===== src/rtl/data_sync_mc_if.sv =====
// Channel bundle for data_sync_mc: source/consumer side (master) and synchroniser side (slave).
// With DSYNC_OVR_CNT_EN defined the bundle also carries the per-channel overrun counters.
interface data_sync_mc_if #(
    parameter int NUM_CHANNELS = 4,
    parameter int BUS_WIDTH    = 8
);
    logic [NUM_CHANNELS*BUS_WIDTH-1:0] unsync_bus;
    logic [NUM_CHANNELS-1:0]           bus_enable;
    logic [NUM_CHANNELS-1:0]           sync_ready;
    logic                              overrun_clr;
    logic [NUM_CHANNELS*BUS_WIDTH-1:0] sync_bus;
    logic [NUM_CHANNELS-1:0]           enable_pulse;
    logic [NUM_CHANNELS-1:0]           sync_valid;
    logic [NUM_CHANNELS-1:0]           ack_toggle;
    logic [NUM_CHANNELS-1:0]           overrun;
`ifdef DSYNC_OVR_CNT_EN
    logic [NUM_CHANNELS*8-1:0]         ovr_count;

    modport master (
        output unsync_bus, bus_enable, sync_ready, overrun_clr,
        input  sync_bus, enable_pulse, sync_valid, ack_toggle, overrun, ovr_count
    );
    modport slave (
        input  unsync_bus, bus_enable, sync_ready, overrun_clr,
        output sync_bus, enable_pulse, sync_valid, ack_toggle, overrun, ovr_count
    );
`else
    modport master (
        output unsync_bus, bus_enable, sync_ready, overrun_clr,
        input  sync_bus, enable_pulse, sync_valid, ack_toggle, overrun
    );
    modport slave (
        input  unsync_bus, bus_enable, sync_ready, overrun_clr,
        output sync_bus, enable_pulse, sync_valid, ack_toggle, overrun
    );
`endif
endinterface


===== src/rtl/data_sync_mc.sv =====
// Multi-channel enable synchroniser with bus capture, valid/ready hold, ack toggle and sticky overrun (optional DSYNC_OVR_CNT_EN counters).
// Latency: enable change sampled at edge E0 -> capture, pulse and ack flip at edge E(NUM_STAGES).
// Backpressure: sync_ready low keeps the word held; a new capture replaces it and flags overrun.
module data_sync_mc #(
    parameter int NUM_STAGES   = 2,
    parameter int BUS_WIDTH    = 8,
    parameter int NUM_CHANNELS = 4,
    parameter int TOGGLE_MODE  = 0
) (
    input  logic          CLK,
    input  logic          RST,
    data_sync_mc_if.slave dsif
);

    logic [NUM_CHANNELS-1:0][NUM_STAGES-1:0] sync_q;
    logic [NUM_CHANNELS-1:0]                 prev_q;
    logic [NUM_CHANNELS-1:0][BUS_WIDTH-1:0]  data_q;
    logic [NUM_CHANNELS-1:0]                 pulse_q;
    logic [NUM_CHANNELS-1:0]                 valid_q;
    logic [NUM_CHANNELS-1:0]                 ack_q;
    logic [NUM_CHANNELS-1:0]                 ovr_q;

    logic [NUM_CHANNELS-1:0]                 last;
    logic [NUM_CHANNELS-1:0]                 evt;
    logic [NUM_CHANNELS-1:0]                 ovr_set;

    always_comb begin
        last    = '0;
        evt     = '0;
        ovr_set = '0;
        for (int c = 0; c < NUM_CHANNELS; c++) begin
            last[c]    = sync_q[c][NUM_STAGES-1];
            evt[c]     = (TOGGLE_MODE != 0) ? (last[c] ^ prev_q[c]) : (last[c] & ~prev_q[c]);
            // an unconsumed word is about to be overwritten
            ovr_set[c] = evt[c] & valid_q[c] & ~dsif.sync_ready[c];
        end
    end

    // prev_q resets to 0 so a level enable already high at release yields one event
    always_ff @(posedge CLK or negedge RST) begin
        if (!RST) begin
            sync_q <= '0;
            prev_q <= '0;
        end else begin
            for (int c = 0; c < NUM_CHANNELS; c++) begin
                sync_q[c] <= {sync_q[c][NUM_STAGES-2:0], dsif.bus_enable[c]};
                prev_q[c] <= sync_q[c][NUM_STAGES-1];
            end
        end
    end

    always_ff @(posedge CLK or negedge RST) begin
        if (!RST) begin
            data_q  <= '0;
            pulse_q <= '0;
            valid_q <= '0;
            ack_q   <= '0;
            ovr_q   <= '0;
        end else begin
            pulse_q <= evt;
            ovr_q   <= (dsif.overrun_clr ? '0 : ovr_q) | ovr_set;
            for (int c = 0; c < NUM_CHANNELS; c++) begin
                if (evt[c]) begin
                    data_q[c]  <= dsif.unsync_bus[c*BUS_WIDTH +: BUS_WIDTH];
                    valid_q[c] <= 1'b1;
                    ack_q[c]   <= ~ack_q[c];
                end else if (dsif.sync_ready[c]) begin
                    valid_q[c] <= 1'b0;
                end
            end
        end
    end

    assign dsif.sync_bus     = data_q;
    assign dsif.enable_pulse = pulse_q;
    assign dsif.sync_valid   = valid_q;
    assign dsif.ack_toggle   = ack_q;
    assign dsif.overrun      = ovr_q;

`ifdef DSYNC_OVR_CNT_EN
    logic [NUM_CHANNELS-1:0][7:0] cnt_q;

    // an increment on the clear edge restarts the count at 1
    always_ff @(posedge CLK or negedge RST) begin
        if (!RST) begin
            cnt_q <= '0;
        end else begin
            for (int c = 0; c < NUM_CHANNELS; c++) begin
                if (ovr_set[c]) begin
                    if (dsif.overrun_clr)
                        cnt_q[c] <= 8'd1;
                    else if (cnt_q[c] != 8'hFF)
                        cnt_q[c] <= cnt_q[c] + 8'd1;
                end else if (dsif.overrun_clr) begin
                    cnt_q[c] <= 8'd0;
                end
            end
        end
    end

    assign dsif.ovr_count = cnt_q;
`endif

endmodule

===== src/flat_wrapper.sv =====
// flat-port wrapper written by rule: the top's interface ports become plain ports
module data_sync_mc_flat 
#(
    parameter int NUM_STAGES   = 2,
    parameter int BUS_WIDTH    = 8,
    parameter int NUM_CHANNELS = 4,
    parameter int TOGGLE_MODE  = 0
)
  (CLK, RST, dsif_unsync_bus, dsif_bus_enable, dsif_sync_ready, dsif_overrun_clr, dsif_sync_bus, dsif_enable_pulse, dsif_sync_valid, dsif_ack_toggle, dsif_overrun);
  data_sync_mc_if #(.NUM_CHANNELS(NUM_CHANNELS), .BUS_WIDTH(BUS_WIDTH)) dsif_i ();
  input  logic CLK;
  input  logic RST;
  input wire logic [$bits(dsif_i.unsync_bus)-1:0] dsif_unsync_bus;
  input wire logic [$bits(dsif_i.bus_enable)-1:0] dsif_bus_enable;
  input wire logic [$bits(dsif_i.sync_ready)-1:0] dsif_sync_ready;
  input wire logic [$bits(dsif_i.overrun_clr)-1:0] dsif_overrun_clr;
  output wire logic [$bits(dsif_i.sync_bus)-1:0] dsif_sync_bus;
  output wire logic [$bits(dsif_i.enable_pulse)-1:0] dsif_enable_pulse;
  output wire logic [$bits(dsif_i.sync_valid)-1:0] dsif_sync_valid;
  output wire logic [$bits(dsif_i.ack_toggle)-1:0] dsif_ack_toggle;
  output wire logic [$bits(dsif_i.overrun)-1:0] dsif_overrun;
  assign dsif_i.unsync_bus = dsif_unsync_bus;
  assign dsif_i.bus_enable = dsif_bus_enable;
  assign dsif_i.sync_ready = dsif_sync_ready;
  assign dsif_i.overrun_clr = dsif_overrun_clr;
  assign dsif_sync_bus = dsif_i.sync_bus;
  assign dsif_enable_pulse = dsif_i.enable_pulse;
  assign dsif_sync_valid = dsif_i.sync_valid;
  assign dsif_ack_toggle = dsif_i.ack_toggle;
  assign dsif_overrun = dsif_i.overrun;
  data_sync_mc #(.NUM_STAGES(NUM_STAGES), .BUS_WIDTH(BUS_WIDTH), .NUM_CHANNELS(NUM_CHANNELS), .TOGGLE_MODE(TOGGLE_MODE)) u_core (.CLK(CLK), .RST(RST), .dsif(dsif_i));
endmodule

===== config.mk =====
export PLATFORM = sky130hd
export DESIGN_NAME = data_sync_mc_flat
export DESIGN_NICKNAME = d
export VERILOG_FILES = /design/src/rtl/data_sync_mc_if.sv /design/src/rtl/data_sync_mc.sv /design/src/flat_wrapper.sv
export SDC_FILE = /design/constraint.sdc
export NUM_CORES = 1
export LEC_CHECK = 0
export ABC_CLOCK_PERIOD_IN_PS = 1400
export CAP_MARGIN = 20
export CORE_MARGIN = 2
export CORE_UTILIZATION = 40
export DETAILED_ROUTE_END_ITERATION = 10
export GPL_ROUTABILITY_DRIVEN = 1
export PLACE_DENSITY = 0.76
export SKIP_CTS_REPAIR_TIMING = 1
export SYNTH_ARGS = -nofsm -noshare
export SYNTH_HDL_FRONTEND = slang
export SYNTH_SLANG_ARGS = --single-unit

===== constraint.sdc =====
create_clock -name CLK -period 1.4 [get_ports CLK]
set_input_delay 0.35 -clock CLK [delete_from_list [all_inputs] [get_ports CLK]]
set_output_delay 0.35 -clock CLK [all_outputs]
set_load 0.005 [all_outputs]

==> metrics.yaml, run 1 <==
status:
  run_status: "completed"
setup_path:
  r2r_slack_ns: 0.31
  cp-end-kind: "output port"
  cp_max_fo: 2
  start_kind: "flop"
  r2r_cells: 3
  critPathMaxStageDelay_ns: 0.40
  cp.arrival_ns: 0.90
  cpLargestDelayFamily: "flip-flops"
  crit_buf_inv: 1
  worstReg2RegEnd: "u_core.dsif.sync_bus[2]$_DFFE_PN0P_"
  worstPathRequired_ns: 1.05
  r2r_start: "u_core.prev_q[0]$_DFF_PN0_"
  crit_chain: "dlymetal6s2s_1"
  crit_path_top_delay_cell: "dfrtp_1"
  critPathKind: "flop to output port"
place:
  gp_congestion: 0.707
  hpwl_um: 2960
  post-place-ws_ns: 0.167
  dpl-instance-area_um2: 3190
  numPortBuffers: 90
sta:
  maxSlewHeadroom: 0.790
  period_minus_slack_ns: 1.25
  tightest_slew_ns: 0.314
  maxSlewViolCount: 0
  final.setup.tns_ns: 0
  skew_ns: 0.00436
  hold_ws_ns: 0.0189
  rsz0062_at_grt: "no"
  post-route-period-util: 0.892
  hold_violations: 0
  max_clock_freq_ghz: 0.801
  setup_viol: 0
  worst_slack_ns: 0.152
clock_network:
  cts_root_buffer: "clkbuf_8"
  path_clk_slew_ns: 0.06
  cts_tree: "done"
  cts_buffers: 9
  ctsLongestPathBuffers: 2
  clock_latency_ns: 0.33
  h-tree-depth: 3
  numClockSinks: 60
synth:
  ys_top_cells_by_count: "dfrtp_1 (60), mux2_4 (32)"
  synth_edf_count: 0
  synth_area_per_cell_um2: 18.2
  yosysTopAreaCellShare: 0.686
  yosys.area.top_type: "dfrtp_1"
  syn-cell-area_um2: 2190
  yosys.area_share.simple: 0.0435
  synth_compound_area_frac: 0.0114
  async_flop_share: 1.00
  synthMuxAreaShare: 0.220
  synth-xor-area-share: 0.0160
  synth_cell_types: 9
  synth_ff_type: "dfrtp_1"
  yosysMostFrequentCell: "dfrtp_1"
  synthAdderAreaFrac: 0
  yosysSeqAreaShare: 0.686
  ys_ff_latch: 60
  syn-num-nets: 163
  synth_top_family_by_area: "multiplexers"
  synthTopCellsByArea: "dfrtp_1 (69%), mux2_4 (22%), nand2b_4 (2.5%), inv_6 (1.6%), xnor2_1 (1.6%)"
  ys_warn_count: 0
  netlist_instances: 120
global_routing:
  antenna_found_initial: 0
  grt_pass1_vias: 1381
  grt_use_total: 0.150
  grt_first_pass_wirelength_um: 6870
  grt_max_degree: 61
  gr-total-overflow: 0
route:
  firstDrtPassIters: 4
  antenna_left: 0
  wl_per_cell_um: 15.0
  vias: 1354
  dr.first_iter.drc_count: 33
  vias_per_cell: 4.41
  wl_um: 4620
  remaining_drc_errors: 0
cells_and_area:
  design_area_um2: 3570
  final_nets: 275
  nFillCells: 358
  synthToLayoutAreaGrowth_pct: 63.4
  diodes: 0
  drive_above_1_share: 0.287
worst_hold_path:
  hold_class: "primary input to async pin"
floorplan:
  fp.dieArea_um2: 6080
  die_h_um: 77.9
  initial_core_util: 0.420
  die_x_um: 77.9
  rows: 26
  io-pin-count: 91
  core_um2: 5200
power:
  p_total_mw: 4.55
  p_leak_nw: 2.07
  ir_worst_vdd_v: 0.000917
  power.density_nw_per_um2: 1270
job:
  cap_violations: 0
==> routing by layer <==
| layer | GRT usage | vias up | wire (um) |
|---|---|---|---|
| met5 | 0 | - | 0 |
| met4 | 0.0842 | 0 | 126 |
| met3 | 0.0570 | 13 | 334 |
| met2 | 0.219 | 61 | 2150 |
| met1 | 0.193 | 650 | 2000 |
| li1 | - | 630 | - |
==> registers in the layout, summed over array words and instances (netlist names) <==
name / cells
u_core.dsif.sync_bus: 32
u_core.dsif.ack_toggle: 4
u_core.dsif.enable_pulse: 4
u_core.dsif.overrun: 4
u_core.dsif.sync_valid: 4
u_core.last: 4
u_core.prev_q: 4
u_core.sync_q: 4
==> cells by family after synthesis <==
group / after synthesis
flip-flops: 60
multiplexers: 32
AND/OR/NAND/NOR: 12
buffers and inverters: 8
AO/OA/AOI/OAI: 4
XOR/XNOR: 4
==> how the worst max path moves through the flow <==
| stage | from | end | slack [ns] | cells after the start |
|---|---|---|---|---|
| 4_1_cts | u_core.dsif.ack_toggle[0]$_DFFE_PN0P_ | dsif_ack_toggle[0] | -0.20 | 1 |
| 2_1_floorplan | u_core.prev_q[0]$_DFF_PN0_ | u_core.dsif.sync_bus[0]$_DFFE_PN0P_ | 0.38 | 3 |
| 5_1_grt | u_core.dsif.sync_bus[14]$_DFFE_PN0P_ | dsif_sync_bus[14] | 0.12 | 1 |
| 3_3_place_gp | u_core.dsif.sync_bus[30]$_DFFE_PN0P_ | dsif_sync_bus[30] | 0.19 | 1 |
| 6_report | u_core.dsif.sync_bus[14]$_DFFE_PN0P_ | dsif_sync_bus[14] | 0.15 | 1 |
| 3_5_place_dp | u_core.dsif.ack_toggle[0]$_DFFE_PN0P_ | dsif_ack_toggle[0] | 0.17 | 1 |
==> layout by cell type (no fill, tap or decap), types with 3 or more instances in the layout <==
cell	n
buf_4	10
clkbuf_8	12
clkdlybuf4s50_1	41
clkinv_2	3
dfrtp_1	60
dlymetal6s2s_1	48
inv_1	4
inv_6	4
mux2_4	32
nand2_1	4
nand2b_1	4
nand2b_4	4
o22ai_1	4
xnor2_1	4
==> power breakdown <==
part / switching, mW / internal [mW] / leakage [nW] / total, mW
logic: 0.306 / 0.736 / 1.25 / 1.04
registers: 0.126 / 1.97 / 0.716 / 2.10
clock network: 0.630 / 0.777 / 0.0982 / 1.41
==> layout make-up <==
type,instances,area (um^2),area share
inverters,8,50.0,0.0140
repair buffers,101,1110,0.311
clock buffers,12,165,0.0462
multi-input cells,52,636,0.178
flip-flops and latches,60,1500,0.420
well taps,70,87.6,0.0245
clock inverters,4,22.5,0.00630
==> metrics by stage <==
stage,std cells,utilization
after floorplan,120,-
after global placement,281,0.613
after detailed placement,281,0.613
after CTS,297,0.649
after global routing,307,0.687
final,307,0.687
==> worst reg2reg max path: stages (launching register included) <==
cell      delay, ns
dfrtp_1        0.36
nand2b_4       0.17
inv_6          0.12
mux2_4         0.32
Note: power is estimated with default switching activity, not from simulation.
==> inputs of run 2 (changes only) <==
--- a/config.mk
+++ b/config.mk
@@ -7,7 +7,7 @@
 export LEC_CHECK = 0
 export ABC_CLOCK_PERIOD_IN_PS = 1400
 export CAP_MARGIN = 20
-export CORE_MARGIN = 2
+export CORE_MARGIN = 1
 export CORE_UTILIZATION = 40
 export DETAILED_ROUTE_END_ITERATION = 10
 export GPL_ROUTABILITY_DRIVEN = 1
==> run 2 against run 1 <==
Against the previous run:
- critical path depth is the same
- sequential power hardly changed
- sequential share of layout area barely moved
- register-to-register slack is essentially flat
- final area increased by 0.10%
- worst setup slack improved by 0.015 ns
- total power is 2.2% lower
- utilization up 0.50 points
- die area decreased by 5.1%
==> metrics.yaml, run 2 (same netlist as run 1, synthesis figures left out) <==
setup_path:
  critPathKind: "flop to output port"  # unchanged
  crit_buf_inv: 1  # unchanged
  crit_chain: "dlymetal6s2s_1"  # unchanged
  critPathMaxStageDelay_ns: 0.39  # was 0.40 ns
  cp.arrival_ns: 0.88  # was 0.90 ns
  start_kind: "flop"  # unchanged
  crit_path_top_delay_cell: "dfrtp_1"  # unchanged
  cp-end-kind: "output port"  # unchanged
  cp_max_fo: 2  # unchanged
  worstPathRequired_ns: 1.05  # about the same
  cpLargestDelayFamily: "flip-flops"  # unchanged
  cp.depth: 1  # unchanged
  r2r_cells: 3  # unchanged
place:
  numPortBuffers: 90  # unchanged
  post-place-ws_ns: 0.171  # was 0.167 ns
  hpwl_um: 2840  # was 2960 um
  gp_congestion: 0.702  # was 0.707
global_routing:
  grt_max_degree: 61  # unchanged
  grt.busiest_layer: "met2"  # unchanged
  use_met2: 0.219  # about the same
  gr-total-overflow: 0  # unchanged
  antenna_found_initial: 0  # unchanged
  grt_first_pass_wirelength_um: 6760  # was 6870 um
  met3_usage: 0.0470  # was 0.0570
  grt_pass1_vias: 1376  # was 1381
  grt_use_total: 0.155  # was 0.150
  use_met1: 0.209  # was 0.193
sta:
  setup_viol: 0  # unchanged
  tightest_slew_ns: 0.304  # was 0.314 ns
  max_clock_freq_ghz: 0.811  # was 0.801 GHz
  period_minus_slack_ns: 1.23  # was 1.25 ns
  rsz0062_at_grt: "no"  # unchanged
  maxSlewViolCount: 0  # unchanged
  skew_ns: 0.00933  # was 0.00436 ns
  worst_slack_ns: 0.167  # was 0.152 ns
  maxSlewHeadroom: 0.797  # was 0.790
  hold_violations: 0  # unchanged
  hold_ws_ns: 0.0204  # was 0.0189 ns
  post-route-period-util: 0.881  # was 0.892
  final.setup.tns_ns: 0  # unchanged
clock_network:
  cts_tree: "done"  # unchanged
  cts_buffers: 9  # unchanged
  numClockSinks: 60  # unchanged
  ctsLongestPathBuffers: 2  # unchanged
  clock_latency_ns: 0.32  # was 0.33 ns
  cts_root_buffer: "clkbuf_8"  # unchanged
  h-tree-depth: 3  # unchanged
  path_clk_slew_ns: 0.06  # about the same
worst_hold_path:
  hold_class: "primary input to async pin"  # unchanged
route:
  vias_per_cell: 4.37  # was 4.41
  wl_um: 4280  # was 4620 um
  wl_per_cell_um: 13.8  # was 15.0 um
  firstDrtPassIters: 2  # was 4
  remaining_drc_errors: 0  # unchanged
  vias: 1349  # was 1354
  antenna_left: 0  # unchanged
  dr.first_iter.drc_count: 44  # was 33
power:
  ir_worst_vdd_v: 0.000768  # was 0.000917 V
  power.density_nw_per_um2: 1240  # was 1270 nW/um^2
  p_leak_nw: 2.07  # about the same
job:
  cap_violations: 0  # unchanged
cells_and_area:
  nFillCells: 352  # was 358
  diodes: 0  # unchanged
  final_cell_mix: "dfrtp_1 (60), dlymetal6s2s_1 (48), clkdlybuf4s50_1 (41)"  # unchanged
  regArea_um2: 1500  # unchanged
  multi_input_area_um2: 636  # unchanged
  final_nets: 278  # was 275
  synthToLayoutAreaGrowth_pct: 63.6  # was 63.4%
  largest_reg_flops: 32  # unchanged
  drive_above_1_share: 0.285  # was 0.287
  final_common_cell: "dfrtp_1"  # unchanged
floorplan:
  io-pin-count: 91  # unchanged
  rows: 26  # unchanged
  fp.dieArea_um2: 5770  # was 6080 um^2
  initial_core_util: 0.423  # was 0.420
  core_um2: 5170  # was 5200 um^2
  die_h_um: 75.9  # was 77.9 um
  die_x_um: 75.9  # was 77.9 um
status:
  run_status: "completed"  # unchanged
==> run 2: metal layers <==
layer	vias to the layer above	wire length [um]
li1	634	-
met1	656	1960
met2	52	2010
met3	7	246
met4	0	63
met5	-	0
==> run 2: layout make-up <==
cell class / instances / share of cell area
sequential: 60 / 0.420
timing repair buffer: 104 / 0.317
multi-input combinational: 52 / 0.178
clock buffer: 13 / 0.0444
tap: 70 / 0.0245
inverter: 8 / 0.0140
clock inverter: 2 / 0.00280
==> run 2: path summary, 6_finish.rpt <==
path                                                  startpoint                              endpoint  slack [ns]
min in group CLK                      u_core.sync_q[0]$_DFF_PN0_              u_core.last[0]$_DFF_PN0_        0.35
max in group asynchronous                                    RST  u_core.dsif.sync_bus[29]$_DFFE_PN0P_        1.13
max                        u_core.dsif.ack_toggle[1]$_DFFE_PN0P_                    dsif_ack_toggle[1]        0.17
min                                                          RST  u_core.dsif.sync_bus[17]$_DFFE_PN0P_        0.02
min reg2reg                           u_core.sync_q[0]$_DFF_PN0_              u_core.last[0]$_DFF_PN0_        0.35
max reg2reg                           u_core.prev_q[0]$_DFF_PN0_   u_core.dsif.sync_bus[4]$_DFFE_PN0P_        0.32
==> run 2: where the power goes <==
part | internal [mW] | switching (mW) | total, mW
clock | 0.724 | 0.601 | 1.32
sequential | 1.97 | 0.122 | 2.09
combinational | 0.736 | 0.294 | 1.03
total | 3.43 | 1.02 | 4.45
==> run 2: stage by stage <==
step | instance area, um^2 | power [mW] | utilization | std cells
2_1_floorplan | 2190 | 2.47 | - | 120
3_3_place_gp | 3190 | 3.10 | 0.617 | 281
3_5_place_dp | 3190 | 3.12 | 0.617 | 281
4_1_cts | 3360 | 4.47 | 0.649 | 296
5_1_grt | 3580 | 4.66 | 0.692 | 309
6_report | 3580 | 4.45 | 0.692 | 309
==> inputs of run 3 (changes only) <==
--- a/config.mk
+++ b/config.mk
@@ -13,6 +13,7 @@
 export GPL_ROUTABILITY_DRIVEN = 1
 export PLACE_DENSITY = 0.76
 export SKIP_CTS_REPAIR_TIMING = 1
+export SKIP_LAST_GASP = 1
 export SYNTH_ARGS = -nofsm -noshare
 export SYNTH_HDL_FRONTEND = slang
 export SYNTH_SLANG_ARGS = --single-unit
==> results of run 3 <==
The final DEF is identical to that of run 2; final timing and power are the same.
